[config.mk]
export PLATFORM = sky130hd
export DESIGN_NAME = fetch_stage
export DESIGN_NICKNAME = d
export VERILOG_FILES = /design/src/rtl/fetch_stage.sv
export SDC_FILE = /design/constraint.sdc
export NUM_CORES = 1
export LEC_CHECK = 0
export CORE_UTILIZATION = 40
export DETAILED_ROUTE_END_ITERATION = 7
export PLACE_DENSITY = 0.77
export SLEW_MARGIN = 20
export SYNTH_ARGS = -nofsm -noshare
export SYNTH_HDL_FRONTEND = slang
export SYNTH_SLANG_ARGS = --single-unit
export TNS_END_PERCENT = 10
[constraint.sdc]
create_clock -name clk -period 2.9 [get_ports clk]
set_input_delay 0.87 -clock clk [delete_from_list [all_inputs] [get_ports clk]]
set_output_delay 0.87 -clock clk [all_outputs]
set_load 0.005 [all_outputs]
[src/rtl/fetch_stage.sv]
// Instruction fetch stage: keeps one request in flight to instruction memory and
// pushes {pc, inst} into the instruction queue, with a hold slot for backpressure.
module fetch_stage #(
    parameter logic [31:0] RESET_PC = 32'h1eceb000,
    parameter int          IQ_WIDTH = 64
) (
    input  logic                clk,
    input  logic                rst,
    input  logic                redirect,
    input  logic [31:0]         redirect_pc,
    output logic [31:0]         imem_addr,
    output logic [3:0]          imem_rmask,
    input  logic [31:0]         imem_rdata,
    input  logic                imem_resp,
    input  logic                iq_full,
    output logic                iq_enqueue,
    output logic [IQ_WIDTH-1:0] iq_wdata
);

    typedef enum logic [1:0] {
        S_ISSUE   = 2'd0,
        S_WAIT    = 2'd1,
        S_HOLD    = 2'd2,
        S_DISCARD = 2'd3
    } state_e;

    state_e      state_q, state_d;
    logic [31:0] pc_q, pc_d;
    logic [31:0] hold_q, hold_d;
    logic [3:0]  rmask_s;
    logic        enq_s;
    logic [31:0] inst_s;
    logic [31:0] target_s;

    assign target_s  = {redirect_pc[31:2], 2'b00};
    assign imem_addr = pc_q;

    // State, pc and hold register updates
    always_ff @(posedge clk) begin
        if (rst) begin
            state_q <= S_ISSUE;
            pc_q    <= {RESET_PC[31:2], 2'b00};
            hold_q  <= 32'd0;
        end else begin
            state_q <= state_d;
            pc_q    <= pc_d;
            hold_q  <= hold_d;
        end
    end

    // Next-state logic and raw request/enqueue decisions
    always_comb begin
        state_d = state_q;
        pc_d    = pc_q;
        hold_d  = hold_q;
        rmask_s = 4'b0000;
        enq_s   = 1'b0;
        inst_s  = 32'd0;
        case (state_q)
            S_ISSUE: begin
                if (redirect) begin
                    pc_d = target_s;
                end else begin
                    rmask_s = 4'b1111;
                    state_d = S_WAIT;
                end
            end
            S_WAIT: begin
                if (redirect) begin
                    // A pending response must still be drained before the next request.
                    pc_d    = target_s;
                    state_d = imem_resp ? S_ISSUE : S_DISCARD;
                end else if (imem_resp) begin
                    if (iq_full) begin
                        hold_d  = imem_rdata;
                        state_d = S_HOLD;
                    end else begin
                        enq_s   = 1'b1;
                        inst_s  = imem_rdata;
                        pc_d    = pc_q + 32'd4;
                        state_d = S_ISSUE;
                    end
                end else begin
                    state_d = S_WAIT;
                end
            end
            S_HOLD: begin
                if (redirect) begin
                    pc_d    = target_s;
                    state_d = S_ISSUE;
                end else if (!iq_full) begin
                    enq_s   = 1'b1;
                    inst_s  = hold_q;
                    pc_d    = pc_q + 32'd4;
                    state_d = S_ISSUE;
                end else begin
                    state_d = S_HOLD;
                end
            end
            S_DISCARD: begin
                if (redirect) begin
                    pc_d = target_s;
                end else begin
                    pc_d = pc_q;
                end
                if (imem_resp) begin
                    state_d = S_ISSUE;
                end else begin
                    state_d = S_DISCARD;
                end
            end
            default: begin
                state_d = S_ISSUE;
            end
        endcase
    end

    // Output gating: reset silences requests and enqueues, idle payload reads zero
    always_comb begin
        imem_rmask = 4'b0000;
        iq_enqueue = 1'b0;
        iq_wdata   = {IQ_WIDTH{1'b0}};
        if (rst) begin
            imem_rmask = 4'b0000;
            iq_enqueue = 1'b0;
        end else begin
            imem_rmask = rmask_s;
            iq_enqueue = enq_s;
            if (enq_s) begin
                iq_wdata = IQ_WIDTH'({pc_q, inst_s});
            end else begin
                iq_wdata = {IQ_WIDTH{1'b0}};
            end
        end
    end

endmodule

Word level (Yosys, flattened, before mapping)
Index checks and enable logic that the tools add are counted.
{"block": "classes", "n_addsub": 1, "eq_ne": 6, "n_mux": 30, "bitwise_logic": 1, "reduce_logical": 4}
{"cell": "32-bit 2-to-1 mux", "count": 10}
{"cell": "64-bit 2-to-1 mux", "count": 2}
{"cell": "32-bit one-hot mux with 3 select lines", "count": 1}
{"cell": "32-bit one-hot mux with 2 select lines", "count": 1}
{"cell": "32-bit by 3-bit adder with 32-bit output (second input constant)", "count": 1}
{"cell": "2-bit 2-to-1 mux", "count": 6}
{"cell": "4-bit 2-to-1 mux", "count": 3}
{"cell": "2-bit one-hot mux with 4 select lines", "count": 1}
{"cell": "1-bit 2-to-1 mux", "count": 5}
{"cell": "2-bit == test (second input constant)", "count": 2}
{"cell": "4-bit AND reduction", "count": 1}
{"cell": "3-bit inequality test (second input constant)", "count": 1}
{"cell": "2-bit by 1-bit == test with 1-bit output (second input constant)", "count": 1}
{"cell": "2-bit logical NOT", "count": 1}
{"cell": "2-bit by 1-bit inequality test with 1-bit output (second input constant)", "count": 1}
{"cell": "2-bit inequality test (second input constant)", "count": 1}
{"cell": "1-bit one-hot mux with 2 select lines", "count": 1}
{"cell": "2-bit AND reduction", "count": 1}
{"cell": "2-bit OR reduction", "count": 1}
{"cell": "1-bit NOT", "count": 1}
{"block": "totals", "ff_bits": 66, "input_bits": 69, "output_inout_bits": 101, "wordCells": 45}

Logic depth before layout (Yosys ltp)
Gate-level depths: netlist (run 1).
{"block": "depth", "ltp_word": 6, "depth_mapped": 8, "depth_no_buf": 7}

Worst setup path before layout (run 1)
No wires, ideal clock.
{"block": "synth_timing", "path_kind": "input port to output port", "from": "input redirect", "to": "output iq_wdata[52]", "t_arrival_ns": 2.066, "required_ns": 2.030, "path_slack_ns": -0.036, "path_stages": 8, "path_buffers": 3, "path_cell_list": "buf_2 inv_2 and3_1 clkbuf_1 o21ai_4 inv_2 buf_2 and2_1"}
{"block": "synth_via", "elab_chain_len": 4, "elab_cells_between_ends": 5, "cone_classes": "mux (5)"}
{"item": "start, declared", "line": "9", "rtl": "input logic redirect,"}
{"item": "1-bit 2-to-1 mux, on equally long branches", "line": "88, 69"}
{"item": "1-bit one-hot mux with 2 select lines (*)", "line": "59", "rtl": "case (state_q)"}
{"item": "64-bit 2-to-1 mux (*)", "line": "129", "rtl": "if (enq_s) begin"}
{"item": "64-bit 2-to-1 mux (*)", "line": "123", "rtl": "if (rst) begin"}
{"item": "end, declared", "line": "17", "rtl": "output logic [IQ_WIDTH-1:0] iq_wdata"}
Mark *: on every way between the ends. The rest lies on a longest branch, timed or not.

Worst setup path in the final report (run 1)
{"block": "layout_timing", "from": "input iq_full", "to": "output iq_wdata[22]"}
{"block": "layout_via", "elab_chain_len": 6, "elab_cells_between_ends": 13, "cone_classes": "mux (13)"}
{"item": "start, declared", "line": "15", "rtl": "input logic iq_full,"}
{"item": "32-bit 2-to-1 mux / 1-bit 2-to-1 mux (equally long branches)", "line": "74, 91"}
{"item": "32-bit 2-to-1 mux / 1-bit 2-to-1 mux (equally long branches)", "line": "73", "rtl": "end else if (imem_resp) begin"}
{"item": "32-bit 2-to-1 mux / 1-bit 2-to-1 mux (equally long branches)", "line": "69", "rtl": "if (redirect) begin"}
{"item": "32-bit one-hot mux with 2 select lines / 1-bit one-hot mux with 2 select lines (equally long branches)", "line": "59"}
{"item": "64-bit 2-to-1 mux (*)", "line": "129"}
{"item": "64-bit 2-to-1 mux (*)", "line": "123"}
Marked as above.

==> results of run 1 <==
[cells by family (layout without fill, tap and decap cells)]
family | after synthesis | count (layout)
fa+ha+maj | 6 | 6
flops | 64 | 64
buf+inv | 63 | 238
simple gates | 278 | 278
mux | 1 | 1
xor+xnor | 1 | 1
other cells | 1 | 4
compound gates | 158 | 158
[sequential cells by signal (all words and copies together) (netlist names)]
signal and cells:
hold_q 32, imem_addr 30, state_q 2
[power by group through the flow]
stage / Clock, W / Combinational, W / Sequential (W)
3_3_place_gp: 0 / 0.000472 / 0.00101
4_1_cts: 0.000683 / 0.000499 / 0.000993
2_1_floorplan: 0 / 0.000235 / 0.000990
6_report: 0.000678 / 0.000518 / 0.000997
3_5_place_dp: 0 / 0.000483 / 0.00101
5_1_grt: 0.000725 / 0.000557 / 0.00100
[worst max-delay path: cells and delay by family]
kind,cells,cell delay (ns)
buf+inv,6,0.70
simple gates,3,0.50
compound gates,1,0.05
[layout make-up]
cell class	instances	area share
multi-input cells	448	0.4329
well taps	133	0.02636
flip-flops and latches	64	0.2032
clock buffers	11	0.02081
inverters	11	0.006938
clock inverters	5	0.005352
repair buffers	211	0.3045
[path summary, 6_finish.rpt]
kind,endpoint,slack [ns],depth (start not counted)
worst min register to register,hold_q[28]$_SDFFE_PP0P_,0.46,2
worst max-delay path,iq_wdata[22],-0.1,10
worst max register to register,imem_addr[29]$_SDFFE_PP0P_,0.69,8
worst min-delay path,hold_q[28]$_SDFFE_PP0P_,0.46,2
[metrics by stage]
stage	TNS (ns)	hold slack, ns	setup slack [ns]	power [W]	util
final	-0.4926	0.4599	-0.09916	0.002193	0.6370
after detailed placement	-52.28	0.4506	-0.8852	0.001496	0.6038
after global placement	-47.92	0.4417	-0.7804	0.001481	0.6038
after CTS	-0.6879	0.4610	-0.05797	0.002175	0.6290
after global routing	-1.875	0.4776	-0.1484	0.002285	0.6370
after floorplan	0	0.4368	0.004488	0.001225	-
[cells in the final DEF (no fill, tap or decap), types with 5 or more instances in the layout]
cell                              netlist  layout
sky130_fd_sc_hd__clkdlybuf4s50_1        0      96
sky130_fd_sc_hd__nand2_1               92      91
sky130_fd_sc_hd__dfxtp_1               64      63
sky130_fd_sc_hd__a21oi_1               48      48
sky130_fd_sc_hd__buf_2                 13      46
sky130_fd_sc_hd__nor2_1                62      37
sky130_fd_sc_hd__and2_1                36      33
sky130_fd_sc_hd__a22oi_1               35      29
sky130_fd_sc_hd__buf_4                  7      27
sky130_fd_sc_hd__nor2_2                 1      20
sky130_fd_sc_hd__o21ai_0               17      17
sky130_fd_sc_hd__nand3_1               14      14
sky130_fd_sc_hd__nor3_1                13      12
sky130_fd_sc_hd__buf_6                  1      12
sky130_fd_sc_hd__nand4_1               11      11
sky130_fd_sc_hd__clkbuf_2               0      10
sky130_fd_sc_hd__clkbuf_8               0       9
sky130_fd_sc_hd__inv_1                  9       8
sky130_fd_sc_hd__buf_12                 0       8
sky130_fd_sc_hd__a31oi_1                7       7
sky130_fd_sc_hd__and3_1                 9       7
sky130_fd_sc_hd__nor4_1                 7       7
sky130_fd_sc_hd__nor2_4                 0       6
sky130_fd_sc_hd__a22oi_2                0       6
sky130_fd_sc_hd__nand2b_1               6       6
sky130_fd_sc_hd__ha_1                   6       6
sky130_fd_sc_hd__clkdlybuf4s15_2        0       6
sky130_fd_sc_hd__nor2b_1                5       5
sky130_fd_sc_hd__or3_1                  5       5
[repair_timing]
| action | in CTS | in global routing |
|---|---|---|
| buffers inserted | 7 | 8 |
| gates resized for setup | 254 | 58 |
| endpoints found under the setup margin | 67 | 67 |
| pin swaps | 8 | 14 |
| cloned | 4 | 1 |
[metal layers]
metal | track usage | share of wire
met1 | 0.3113 | 0.40
met2 | 0.4607 | 0.48
met3 | 0.06104 | 0.096
met4 | 0.1245 | 0.023
met5 | 0 | 0
==> summary.md, run 1 <==
| Metric | Value |
|---|---|
| Xor-xnor portion of the synthesized cell area | `0.002116` |
| Critical Path Source Type | `input port` |
| Number of buffers on the longest clock path | `2` |
| Die Y-Extent | `103.7 um` |
| Run status | `finished, violations left` |
| Path category of the worst min-delay check | `register to register` |
| Total number of clock tree sinks | `64` |
| Aggregate global-route resource usage | `0.2664` |
| Pin count of the biggest net entering global routing | `slightly above 60` |
| Compound-cell area share of the yosys netlist | `0.2612` |
| Area post-placement | `roughly 0.006 mm2` |
| Via density per instance | `5.718` |
| Data required time at the worst endpoint | `2.03 ns` |
| Share of the clock period used by the worst path | `1.034` |
| Number of library cell types mapped by synthesis | `68` |
| # DRC | `0` |
| Highest cell delay on the worst timing path | `~0.25 ns` |
| Final count of negative-setup-slack endpoints | `18` |
| Finished Layout Cells | `883` |
| Setup repair after global routing missed its margin | `yes` |
| Ys Warns | `0` |
| Post-detailed-placement half-perimeter wirelength | `~9.9 mm` |
| Floorplan die area | `0.01076 mm2` |
| Violations in the final reports | `negative setup slack` |
| Reg2reg start | `state_q[1]$_SDFFE_PP0P_` |
| Share of synthesized flip-flops with an asynchronous set or reset | `0` |
| Global placer's final weighted congestion | `~0.93` |
| Switch share | `0.3107` |
| Multi-input gate area in the final layout | `between 0.002 and 0.003 mm2` |
| Internal cell power | `0.001512 W` |
| Number of flops mapped to enable cells by yosys | `0` |
| Cell Chain, Critical Path | `buf_8 > or2_4 > nor2_4 > buf_6 > buf_12 > buf_12 > buf_6 > a22oi_2 > nor2_2 > buf_2` |
| Register area | `about 0.0013 mm2` |
| Clock tree from TritonCTS | `done` |
| Final count of hold timing violations | `0` |
| Hold buffers post-CTS | `0` |
| Arrival time at the worst endpoint | `~2.1 ns` |
| Worst supply voltage drop on vdd | `0.2091 mV` |
| Shortest period the worst path allows | `2.999 ns` |
| Number of filler instances in the final layout | `870` |
| Fraction of the mapped netlist area in simple logic gates | `0.3362` |
| CTS clk-pin slew, worst paths | `about 0.07 ns` |
| # port buffers | `about 160` |
| Proportion of power drawn by combinational gates | `0.236` |
| Portion of synthesized cell area occupied by the leading cell type | `0.3096` |
| Cells after synthesis | `between 500 and 600` |
| Slew headroom | `0.5512` |
| Beginning of the worst hold path | `hold_q[28]$_SDFFE_PP0P_` |
| Smallest setup slack after layout | `-0.09916 ns` |
| Flip-flop and latch count after synthesis | `64` |
| Placed Cells incl. Taps | `848` |
| Vias | `5049` |
| Worst-skew pair later-pin latency | `0.35 ns` |
| Aggregate global routing overflow | `0` |
| Sum of routed wire length over all layers | `15.19 mm` |
| Ratio of cells with drive above 1 in the final layout | `0.2467` |
| Dominant combinational cell family by area after synthesis | `simple AND/OR/NAND/NOR gates` |
| Total clock buffers created by CTS | `9` |
| Total non-filler cell area in the finished layout | `between 0.006 and 0.007 mm2` |
| Synth Area in Adders | `0.01814` |
| Global-route wire length before repair | `around 23 mm` |
| Switching power summed over all nets | `between 0.0006 and 0.0007 W` |
| Most frequent cell after synthesis | `sky130_fd_sc_hd__nand2_1` |
| Syn_area_per_cell | `roughly 7.2 um2` |
| Starting density of the core | `0.4177` |
| Final ANT Viol Nets | `0` |
| Clk_skew | `0.01115 ns` |
| FP Rows | `36` |
| Antenna cell count | `0` |
| Area of the core | `approximately 0.0099 mm2` |
| Routed wirelength normalized by instance count | `17.21 um` |
| Crit. End Element | `output pin` |
| Sequential share of power | `0.454` |
| Leakage Power | `2.381 nW` |
| Power density normalized to cell area | `347.4 mW/mm2` |
| Synth top area cells | `sky130_fd_sc_hd__dfxtp_1, sky130_fd_sc_hd__nand2_1, sky130_fd_sc_hd__a22oi_1` |
| Netlist area before placement | `about 0.0041 mm2` |
| Horiz. Die Dim | `103.7 um` |
| Number of global-route vias before repair | `4797` |
| Clock share of power | `0.309` |
| Slowest CP cell | `sky130_fd_sc_hd__or2_4` |
| Starting DRC count in detailed routing | `314` |
| Share of cell area taken by muxes after synthesis | `0.002721` |
| Final #Nets | `approximately 800` |
| Initial antenna violation count | `0` |
| Class of the most critical setup path | `input port to output pin` |
| Number of max-cap violations | `0` |
| Root cell of the clock tree | `sky130_fd_sc_hd__clkbuf_8` |
| Signed area change from the synthesized netlist to the final layout | `52.51%` |
| CP startpoint | `iq_full` |
| DRT Pass-1 Iters | `5` |
| Total count of max-transition violations in the final report | `0` |
| Part of the Yosys area used for sequential elements | `0.3096` |
| CTS H-tree lvls | `3` |
| Slew of the pin with the lowest slew margin | `0.6733 ns` |
| Highest clock frequency the design can meet | `about 330 MHz` |
| Peak fanout along the critical path | `8` |
| Most frequently used flop master after synthesis | `sky130_fd_sc_hd__dfxtp_1` |
| Top cells by count, synth | `sky130_fd_sc_hd__nand2_1, sky130_fd_sc_hd__dfxtp_1, sky130_fd_sc_hd__nor2_1` |
| Library cell with the largest summed area after synthesis | `sky130_fd_sc_hd__dfxtp_1` |
| Boundary Pins | `170` |
(Power assumes the default switching activity.)
==> inputs of run 2 (changes only) <==
--- a/config.mk
+++ b/config.mk
@@ -8,6 +8,7 @@
 export CORE_UTILIZATION = 40
 export DETAILED_ROUTE_END_ITERATION = 7
 export PLACE_DENSITY = 0.77
+export SKIP_CTS_REPAIR_TIMING = 1
 export SLEW_MARGIN = 20
 export SYNTH_ARGS = -nofsm -noshare
 export SYNTH_HDL_FRONTEND = slang
==> run 2 against run 1 <==
  * The flow still finishes with violations (negative setup slack)
  * Wire length fell by 1.8%
  * Die area unchanged
  * Setup slack worse by 0.13 ns
  * Register-to-register slack better by 0.03 ns
  * Critical path depth rose by 1
  * Clock-buffer cell count did not move
  * Non-clock buffer count shrank 5
  * Final cell count decreased by 0.57%
  * Largest cell class unchanged
==> summary.md, run 2 (synthesis gave the netlist of run 1 again) <==
| Metric | Value |
|---|---|
| Run status | `finished, violations left` |
| Violations in the final reports | `negative setup slack` |
| Final ANT Viol Nets | `0` |
| Initial antenna violation count | `0` |
| Met2 routed wirelength | `around 7.2 mm` |
| CTS H-tree lvls | `3` |
| Antenna cell count | `0` |
| DRT Pass-1 Iters | `5` |
| Commonest non-fill, non-tap cell in the layout | `sky130_fd_sc_hd__clkdlybuf4s50_1` |
| Sum of buffers and inverters on the critical path | `8` |
| Aggregate global-route resource usage | `0.2540` |
| Family with the most delay on the worst path | `buffers and inverters` |
| Smallest setup slack after layout | `-0.2242 ns` |
| Number of filler instances in the final layout | `around 860` |
| Area of the core | `0.009910 mm2` |
| Floorplan die area | `0.01076 mm2` |
| Final count of negative-setup-slack endpoints | `11` |
| Total non-filler cell area in the finished layout | `0.006369 mm2` |
| Path category of the worst min-delay check | `register to register` |
| Worst-skew pair later-pin latency | `0.35 ns` |
| Clock tree from TritonCTS | `done` |
| Total count of max-transition violations in the final report | `0` |
| Starting DRC count in detailed routing | `334` |
| Slowest CP cell | `sky130_fd_sc_hd__o21ai_4` |
| Pin count of the biggest net entering global routing | `61` |
| # port buffers | `163` |
| Signed area change from the synthesized netlist to the final layout | `53.87%` |
| Horiz. Die Dim | `103.7 um` |
| Crit. End Element | `output pin` |
| Power density normalized to cell area | `343.1 mW/mm2` |
| Cell Chain, Critical Path | `buf_8 > clkinv_4 > and3_4 > o21ai_4 > clkinv_4 > buf_6 > buf_6 > buf_6 > buf_6 > and2_4 > buf_6` |
| Total number of clock tree sinks | `between 60 and 70` |
| Global-route wire length before repair | `22.51 mm` |
| Post-placement worst setup slack | `-0.8852 ns` |
| Ratio of cells with drive above 1 in the final layout | `0.1718` |
| Starting density of the core | `0.4177` |
| Global placer's final weighted congestion | `slightly above 0.9` |
| Setup repair after global routing missed its margin | `yes` |
| Slew headroom | `0.5581` |
| Top routing layer in use | `met4` |
| Arrival time at the worst endpoint | `2.25 ns` |
| Class of the most critical setup path | `input port to output pin` |
| Final count of hold timing violations | `0` |
| Share of the clock period used by the worst path | `1.077` |
| Final #Nets | `815` |
| Critical Path Source Type | `input port` |
| Highest clock frequency the design can meet | `320.1 MHz` |
| Via density per instance | `5.737` |
| Die Y-Extent | `103.7 um` |
| Largest register FFs | `32` |
| Routed wirelength normalized by instance count | `17.00 um` |
| Post-detailed-placement half-perimeter wirelength | `slightly below 10 mm` |
| Sum of met3 wire segment lengths after detailed routing | `1.506 mm` |
| Overall power | `0.002185 W` |
| Number of max-cap violations | `0` |
| Worst supply voltage drop on vdd | `~0.22 mV` |
| FP Rows | `36` |
| Leakage Power | `just under 3 nW` |
| Vias | `5037` |
| CTS clk-pin slew, worst paths | `0.07 ns` |
| Slew of the pin with the lowest slew margin | `approximately 0.66 ns` |
| Root cell of the clock tree | `sky130_fd_sc_hd__clkbuf_8` |
| # DRC | `0` |
| Highest cell delay on the worst timing path | `roughly 0.2 ns` |
| Number of global-route vias before repair | `4617` |
| Clk_skew | `0.01103 ns` |
| Peak fanout along the critical path | `5` |
| Aggregate global routing overflow | `0` |
| Boundary Pins | `170` |
| Shortest period the worst path allows | `between 3 and 4 ns` |
| Sum of routed wire length over all layers | `about 15 mm` |
| Commonest non-fill, non-tap cells in the layout | `sky130_fd_sc_hd__clkdlybuf4s50_1, sky130_fd_sc_hd__nand2_1, sky130_fd_sc_hd__dfxtp_1` |
| Detailed-route wire length on metal 1 | `5.868 mm` |
| Cell seen most often among critical-path stages | `sky130_fd_sc_hd__buf_6` |
| Register ranked first by flip-flop count | `hold_q` |
| Data required time at the worst endpoint | `2.03 ns` |
| Number of buffers on the longest clock path | `2` |
| Total clock buffers created by CTS | `9` |
| Area post-placement | `0.005983 mm2` |
run 2: cell count changes in the layout (fill, tap and decap cells not counted), sizes merged:
cell	previous run	this run
buf	96	47
clkinv	3	5
clkbuf	22	37
clkdlybuf4s15	8	0
inv	11	9
dlymetal6s2s	0	37
run 2: worst paths after layout:
| check | start | endpoint | slack, ns | cells after the start |
|---|---|---|---|---|
| worst max-delay path | iq_full | iq_wdata[43] | -0.22 | 11 |
| worst min-delay path | hold_q[24]$_SDFFE_PP0P_ | hold_q[24]$_SDFFE_PP0P_ | 0.46 | 2 |
| worst min register to register | hold_q[24]$_SDFFE_PP0P_ | hold_q[24]$_SDFFE_PP0P_ | 0.46 | 2 |
| worst max register to register | state_q[0]$_SDFFE_PP0P_ | imem_addr[29]$_SDFFE_PP0P_ | 0.72 | 8 |
run 2: through the flow:
step	hold WS, ns	utilization	std cells	TNS (ns)
4_1_cts	0.4610	0.6205	864	-52.63
6_report	0.4610	0.6427	878	-0.4761
5_1_grt	0.4776	0.6427	878	-2.058
3_5_place_dp	0.4506	0.6038	848	-52.28
2_1_floorplan	0.4368	-	575	0
3_3_place_gp	0.4417	0.6038	848	-47.92
run 2: area by class of cell:
| cell class | count | area (um2) | area share |
|---|---|---|---|
| flip-flops and latches | 64 | 1282 | 0.2014 |
| repair buffers | 206 | 2054 | 0.3226 |
| clock buffers | 11 | 131.4 | 0.02063 |
| well taps | 133 | 166.4 | 0.02613 |
| inverters | 11 | 51.30 | 0.008055 |
| multi-input cells | 448 | 2649 | 0.4159 |
| clock inverters | 5 | 33.78 | 0.005305 |
run 2: worst register-to-register path, delay by kind of cell, from the launching register on:
| kind | cells | cell delay (ns) |
|---|---|---|
| simple gates | 2 | 0.68 |
| buf+inv | 3 | 0.48 |
| compound gates | 2 | 0.38 |
| flops | 1 | 0.35 |
| fa+ha+maj | 1 | 0.19 |
run 2: report_power, final:
| group | internal, W | switching, W | leakage, nW | total [W] |
|---|---|---|---|---|
| registers | 0.000924 | 0.0000734 | 0.524 | 0.000998 |
| clock network | 0.000309 | 0.000367 | 0.0793 | 0.000676 |
| logic | 0.000277 | 0.000235 | 2.33 | 0.000512 |
run 2: routing by layer:
metal	vias up	track usage
li1	2387	-
met1	2335	0.3020
met2	284	0.4314
met3	31	0.06608
met4	0	0.1092
met5	-	0
